[src/rtl/jk_excitation_driver_if.sv]
// ---------------------------------------------------------------------------
// jk_excitation_driver_if
//   Bundle between a target-word source, the JK excitation driver and the
//   external JK flop bank that the driver controls.
//
//   Signals:
//     tgt_valid / tgt_data / tgt_ready : target-word valid/ready handshake
//     q_fb                             : Q outputs of the external flops
//     j / k                            : excitation applied to the flops
//
//   Modports:
//     slave  : the driver (consumes targets and feedback, drives j/k)
//     master : the environment (target source plus the flop bank)
// ---------------------------------------------------------------------------
interface jk_excitation_driver_if #(
    parameter int WIDTH = 4
) ();
    logic             tgt_valid;
    logic [WIDTH-1:0] tgt_data;
    logic             tgt_ready;
    logic [WIDTH-1:0] q_fb;
    logic [WIDTH-1:0] j;
    logic [WIDTH-1:0] k;

    modport slave (
        input  tgt_valid, tgt_data, q_fb,
        output tgt_ready, j, k
    );

    modport master (
        output tgt_valid, tgt_data, q_fb,
        input  tgt_ready, j, k
    );
endinterface

[src/rtl/jk_excitation_driver.sv]
// ---------------------------------------------------------------------------
// jk_excitation_driver
//   Closed-loop driver for a bank of external JK flops. A target word is
//   accepted on a valid/ready handshake, the J/K excitation is derived from
//   the current flop outputs and applied for one clock, and after one
//   settle cycle the flop outputs are compared with the target. Every
//   transaction ends with a one-cycle done pulse; mismatches set a sticky
//   err flag and bump a saturating 8-bit counter.
//
//   Ports:
//     clk      : rising-edge clock, shared with the external flops
//     rst_n    : asynchronous active-low reset
//     err_clr  : synchronous clear of err / err_cnt (wins over a mismatch)
//     bus      : jk_excitation_driver_if.slave (handshake, q_fb, j, k)
//     done     : one-cycle completion pulse
//     err      : sticky mismatch flag
//     err_cnt  : mismatch count, saturating at 255
//
//   Build option:
//     JK_TOGGLE_EN : when defined, every bit that has to change is driven
//                    with J=K=1 (toggle) instead of a set/reset pair.
// ---------------------------------------------------------------------------
module jk_excitation_driver #(
    parameter int WIDTH = 4
) (
    input  logic                     clk,
    input  logic                     rst_n,
    input  logic                     err_clr,
    jk_excitation_driver_if.slave    bus,
    output logic                     done,
    output logic                     err,
    output logic [7:0]               err_cnt
);

    typedef enum logic [1:0] {IDLE, DRIVE, SETTLE, CHECK} state_t;

    state_t           state, state_n;
    logic [WIDTH-1:0] tgt_q, tgt_n;
    logic [WIDTH-1:0] j_q, j_n, k_q, k_n;
    logic             rdy_q, rdy_n;
    logic             done_n, err_n;
    logic [7:0]       cnt_n;

    // Excitation from the live feedback and the offered target word.
    logic [WIDTH-1:0] jx, kx;
`ifdef JK_TOGGLE_EN
    assign jx = bus.tgt_data ^ bus.q_fb;
    assign kx = bus.tgt_data ^ bus.q_fb;
`else
    assign jx = bus.tgt_data & ~bus.q_fb;
    assign kx = ~bus.tgt_data & bus.q_fb;
`endif

    assign bus.j         = j_q;
    assign bus.k         = k_q;
    assign bus.tgt_ready = rdy_q;

    always_ff @(posedge clk or negedge rst_n) begin
        if (!rst_n) begin
            state   <= IDLE;
            tgt_q   <= '0;
            j_q     <= '0;
            k_q     <= '0;
            rdy_q   <= 1'b0;
            done    <= 1'b0;
            err     <= 1'b0;
            err_cnt <= 8'd0;
        end else begin
            state   <= state_n;
            tgt_q   <= tgt_n;
            j_q     <= j_n;
            k_q     <= k_n;
            rdy_q   <= rdy_n;
            done    <= done_n;
            err     <= err_n;
            err_cnt <= cnt_n;
        end
    end

    always_comb begin
        state_n = state;
        tgt_n   = tgt_q;
        j_n     = j_q;
        k_n     = k_q;
        rdy_n   = rdy_q;
        done_n  = 1'b0;
        err_n   = err;
        cnt_n   = err_cnt;

        case (state)
            IDLE: begin
                // Ready rises one edge after reset release; a valid seen
                // while ready is still low is left for the source to hold.
                if (!rdy_q) begin
                    rdy_n = 1'b1;
                end else if (bus.tgt_valid) begin
                    tgt_n   = bus.tgt_data;
                    j_n     = jx;
                    k_n     = kx;
                    rdy_n   = 1'b0;
                    state_n = DRIVE;
                end
            end
            DRIVE: begin
                // Flops sample j/k on this edge; release them afterwards.
                j_n     = '0;
                k_n     = '0;
                state_n = SETTLE;
            end
            SETTLE: begin
                state_n = CHECK;
            end
            CHECK: begin
                if (bus.q_fb != tgt_q) begin
                    err_n = 1'b1;
                    if (err_cnt != 8'hff)
                        cnt_n = err_cnt + 8'd1;
                end
                done_n  = 1'b1;
                rdy_n   = 1'b1;
                state_n = IDLE;
            end
            default: begin
                j_n     = '0;
                k_n     = '0;
                state_n = IDLE;
            end
        endcase

        if (err_clr) begin
            err_n = 1'b0;
            cnt_n = 8'd0;
        end
    end

endmodule

[src/flat_wrapper.sv]
// flat-port wrapper written by rule: the top's interface ports become plain ports
module jk_excitation_driver_flat 
#(
    parameter int WIDTH = 4
)
  (clk, rst_n, err_clr, done, err, err_cnt, bus_tgt_valid, bus_tgt_data, bus_q_fb, bus_tgt_ready, bus_j, bus_k);
  jk_excitation_driver_if #(.WIDTH(WIDTH)) bus_i ();
  input  logic clk;
  input  logic rst_n;
  input  logic err_clr;
  output logic done;
  output logic err;
  output logic [7:0] err_cnt;
  input wire logic [$bits(bus_i.tgt_valid)-1:0] bus_tgt_valid;
  input wire logic [$bits(bus_i.tgt_data)-1:0] bus_tgt_data;
  input wire logic [$bits(bus_i.q_fb)-1:0] bus_q_fb;
  output wire logic [$bits(bus_i.tgt_ready)-1:0] bus_tgt_ready;
  output wire logic [$bits(bus_i.j)-1:0] bus_j;
  output wire logic [$bits(bus_i.k)-1:0] bus_k;
  assign bus_i.tgt_valid = bus_tgt_valid;
  assign bus_i.tgt_data = bus_tgt_data;
  assign bus_i.q_fb = bus_q_fb;
  assign bus_tgt_ready = bus_i.tgt_ready;
  assign bus_j = bus_i.j;
  assign bus_k = bus_i.k;
  jk_excitation_driver #(.WIDTH(WIDTH)) u_core (.clk(clk), .rst_n(rst_n), .err_clr(err_clr), .bus(bus_i), .done(done), .err(err), .err_cnt(err_cnt));
endmodule
[config.mk]
export PLATFORM = sky130hd
export DESIGN_NAME = jk_excitation_driver_flat
export DESIGN_NICKNAME = d
export VERILOG_FILES = /design/src/rtl/jk_excitation_driver_if.sv /design/src/rtl/jk_excitation_driver.sv /design/src/flat_wrapper.sv
export SDC_FILE = /design/constraint.sdc
export NUM_CORES = 1
export LEC_CHECK = 0
export CAP_MARGIN = 15
export CORE_UTILIZATION = 55
export CTS_CLUSTER_DIAMETER = 30
export DETAILED_ROUTE_END_ITERATION = 8
export DONT_BUFFER_PORTS = 1
export MAX_ROUTING_LAYER = met4
export PLACE_DENSITY = 0.73
export SYNTH_ARGS = -nofsm -noshare
export SYNTH_HDL_FRONTEND = slang
export SYNTH_SLANG_ARGS = --single-unit
[constraint.sdc]
create_clock -name clk -period 1.8 [get_ports clk]
set_input_delay 0.36 -clock clk [delete_from_list [all_inputs] [get_ports clk]]
set_output_delay 0.36 -clock clk [all_outputs]
set_load 0.01 [all_outputs]
==> flow_summary.ini <==
[run_status]
status = completed

[clock_network]
cts-resized-gates = 0
clk_latency_ns = 0.33
cts-htree-levels = 1
clock_sinks = 25
cts_buffer_depth = 2
cts_tree = built
clkTransAtPathRegs_ns = 0.14
cts_root_buffer = clkbuf_4
cts_buffers = 3

[power_and_ir_drop]
power_density_nw_per_um2 = 1300
power_frac_comb_pct = 38.1
p_clk_share_pct = 14.0
p_leak_nw = 0.628
ir_drop_v = 0.000836
internal_power_w = 0.00113
seqPwrFrac_pct = 47.9
p_switching_w = 0.000743
p_sw_share_pct = 39.6

[logic_synthesis]
synthesis.area_um2 = 1330
ys_warn_count = 0
synth_nets = 149
yosysUniqueCellTypes = 32
ys_ff_latch = 25
syn_avg_cell_area_um2 = 10.1
syn_inst = 131
ys_seq_area_share_pct = 47.2

[cells_and_area]
diodes = 0
layout_common_cells = dfrtp_1 (25), a21oi_1 (12), o21ai_0 (10)
final_common_cell = dfrtp_1
areaGrowthSynthToFinish_pct = 9.16
final_nets = 156
final_util_pct = 64.8
design_area_um2 = 1450
drive_gt1_share_pct = 12.4

[worst_setup_path]
crit_type = flop to flop
cp.arrival_ns = 1.87
cp_num_buf_inv = 0
crit_chain = ha_1, nand4_1, nor2_2, or4_1, a21oi_1
cp_slowest_stage_delay_ns = 0.48
path_delay_family = simple AND/OR/NAND/NOR gates
start_kind = flop
cp_slowest_cell = or4_1
required_ns = 2.06
cp_max_fo = 10
crit_cells = 5
worstRegToRegCells = 5
crit_path_end_kind = flop

[die]
initial_core_util_pct = 59.3
pin_count = 31
dieArea_um2 = 2610
die_w_um = 51.1
die_height_um = 51.1
num_rows = 17
fp.coreArea_um2 = 2230

[global_routing]
grt_overflow = 0
grt_max_degree = 27
grt_pass1_vias = 944
grt_usage_pct = 22.2
antenna_found_initial = 0
grt_first_pass_wirelength_mm = 4.13

[timing]
period_minus_slack_ns = 1.62
tightest_slew_ns = 0.375
post-route-period-util_pct = 89.8
fin_skew_ns = 0.00432
finalHoldViolations = 0
fin_setup_tns_ns = 0
setup_viol = 0
clock.fmax_ghz = 0.618
slew_headroom_pct = 74.8
maxSlewViolCount = 0
setup_ws_ns = 0.183
rsz0062_at_grt = false

[placed_design]
dp_slack_ns = 0.203
dpl.hpwl_mm = 1.84
gp_congestion = 0.839
io_buffer_count = 0
placed_area_um2 = 1390

[route]
finalWirelength_mm = 2.54
wl_per_cell_um = 15.4
first_pass_iters = 4
ant_nets = 0
vias_per_cell = 6.18
drtIter0Drc = 9
dr_total_vias = 1019
drc_errors = 0

[min_path]
holdPathStages = 1
hold_path_class = primary input to flop

[flow_run]
max-cap-violations = 0
==> sequential cells by signal (all words and copies together) (netlist names) <==
register	cells
u_core.tgt_q	4
u_core.err	1
u_core.bus.k	4
u_core.done	1
u_core.state	2
u_core.bus.tgt_ready	1
u_core.err_cnt	8
u_core.bus.j	4
==> cells in the mapped netlist, drive strengths merged <==
library cell	n	area [µm²]
buf	2	16.3
a21oi	12	60.1
nand2	6	22.5
nor3	2	10.0
or4	4	30.0
o21ai	11	55.1
nand2b	3	18.8
xor2	4	35.0
o31ai	4	30.0
ha	6	75.1
nor2	4	17.5
mux2	5	60.1
clkbuf	4	15.0
mux2i	1	10.0
a21boi	1	7.51
nand3	9	45.0
nor4	1	12.5
a32o	1	10.0
nor3b	7	57.6
dfrtp	25	626
and4	1	8.76
o41ai	2	17.5
nor2b	4	25.0
nand4	5	31.3
and3	1	6.26
inv	6	22.5
==> stage by stage <==
step,power (W),hold slack (ns),cells
finish,0.00188,0.0712,165
floorplan,0.00143,0.0644,131
CTS,0.00190,0.0472,165
global placement,0.00158,0.0648,159
global route,0.00203,0.0605,165
detailed placement,0.00162,0.0650,159
==> worst register-to-register path: stages, from the launching register on <==
cell,delay (ns)
dfrtp_1,0.41
ha_1,0.26
nand4_1,0.12
nor2_2,0.09
or4_1,0.49
a21oi_1,0.17
==> final timing paths <==
kind / start / endpoint / slack (ns)
max: u_core.err_cnt[0] / u_core.err_cnt[6] / 0.18
max reg2reg: u_core.err_cnt[0] / u_core.err_cnt[6] / 0.18
max in group asynchronous: rst_n / u_core.state[1] / 1.20
min in group asynchronous: rst_n / u_core.err_cnt[4] / 0.45
min reg2reg: u_core.tgt_q[2] / u_core.tgt_q[2] / 0.52
min: err_clr / u_core.err_cnt[2] / 0.07
==> routing by layer <==
layer	up-vias	global-route usage [%]	wire [µm]	share of wire, %
li1	490	-	-	-
met2	36	35.3	1210	48
met1	487	26.4	1140	45
met3	6	5.06	148	5.8
met4	0	11.1	46	1.8
met5	-	-	0	0
==> layout make-up <==
type	instances	area, µm²
Clock buffer	3	22.5
Inverter	6	22.5
Tap cell	28	35.0
Clock inverter	1	7.51
Timing Repair Buffer	8	87.6
Fill cell	189	787
Sequential cell	25	626
Multi-Input combinational cell	94	646
==> power groups by stage <==
stage | clock (W) | sequential [W] | combinational, W
after floorplan | 0 | 0.000904 | 0.000521
after global placement | 0 | 0.000907 | 0.000671
after detailed placement | 0 | 0.000916 | 0.000702
after CTS | 0.000281 | 0.000903 | 0.000721
after global routing | 0.000285 | 0.000924 | 0.000821
final | 0.000263 | 0.000899 | 0.000715
==> cell families (layout without fill, tap and decap cells) <==
kind of cell,count (synthesis),in the layout,share of synthesized area [%]
DFF,25,25,47.2
xor gates and xnor gates,4,4,2.64
adders and majority gates,6,6,5.67
AOI/OAI and AO/OA,31,31,13.6
muxes,6,6,5.29
and+or+nand+nor,47,47,21.5
buffers and inverters,12,18,4.06
==> what timing repair did <==
action,CTS,global route
hold endpoints to repair,25,0
hold buffers,2,0
buffers inserted,0,0
endpoints found under the setup margin,0,0
Note: power is estimated with default switching activity, not from simulation.
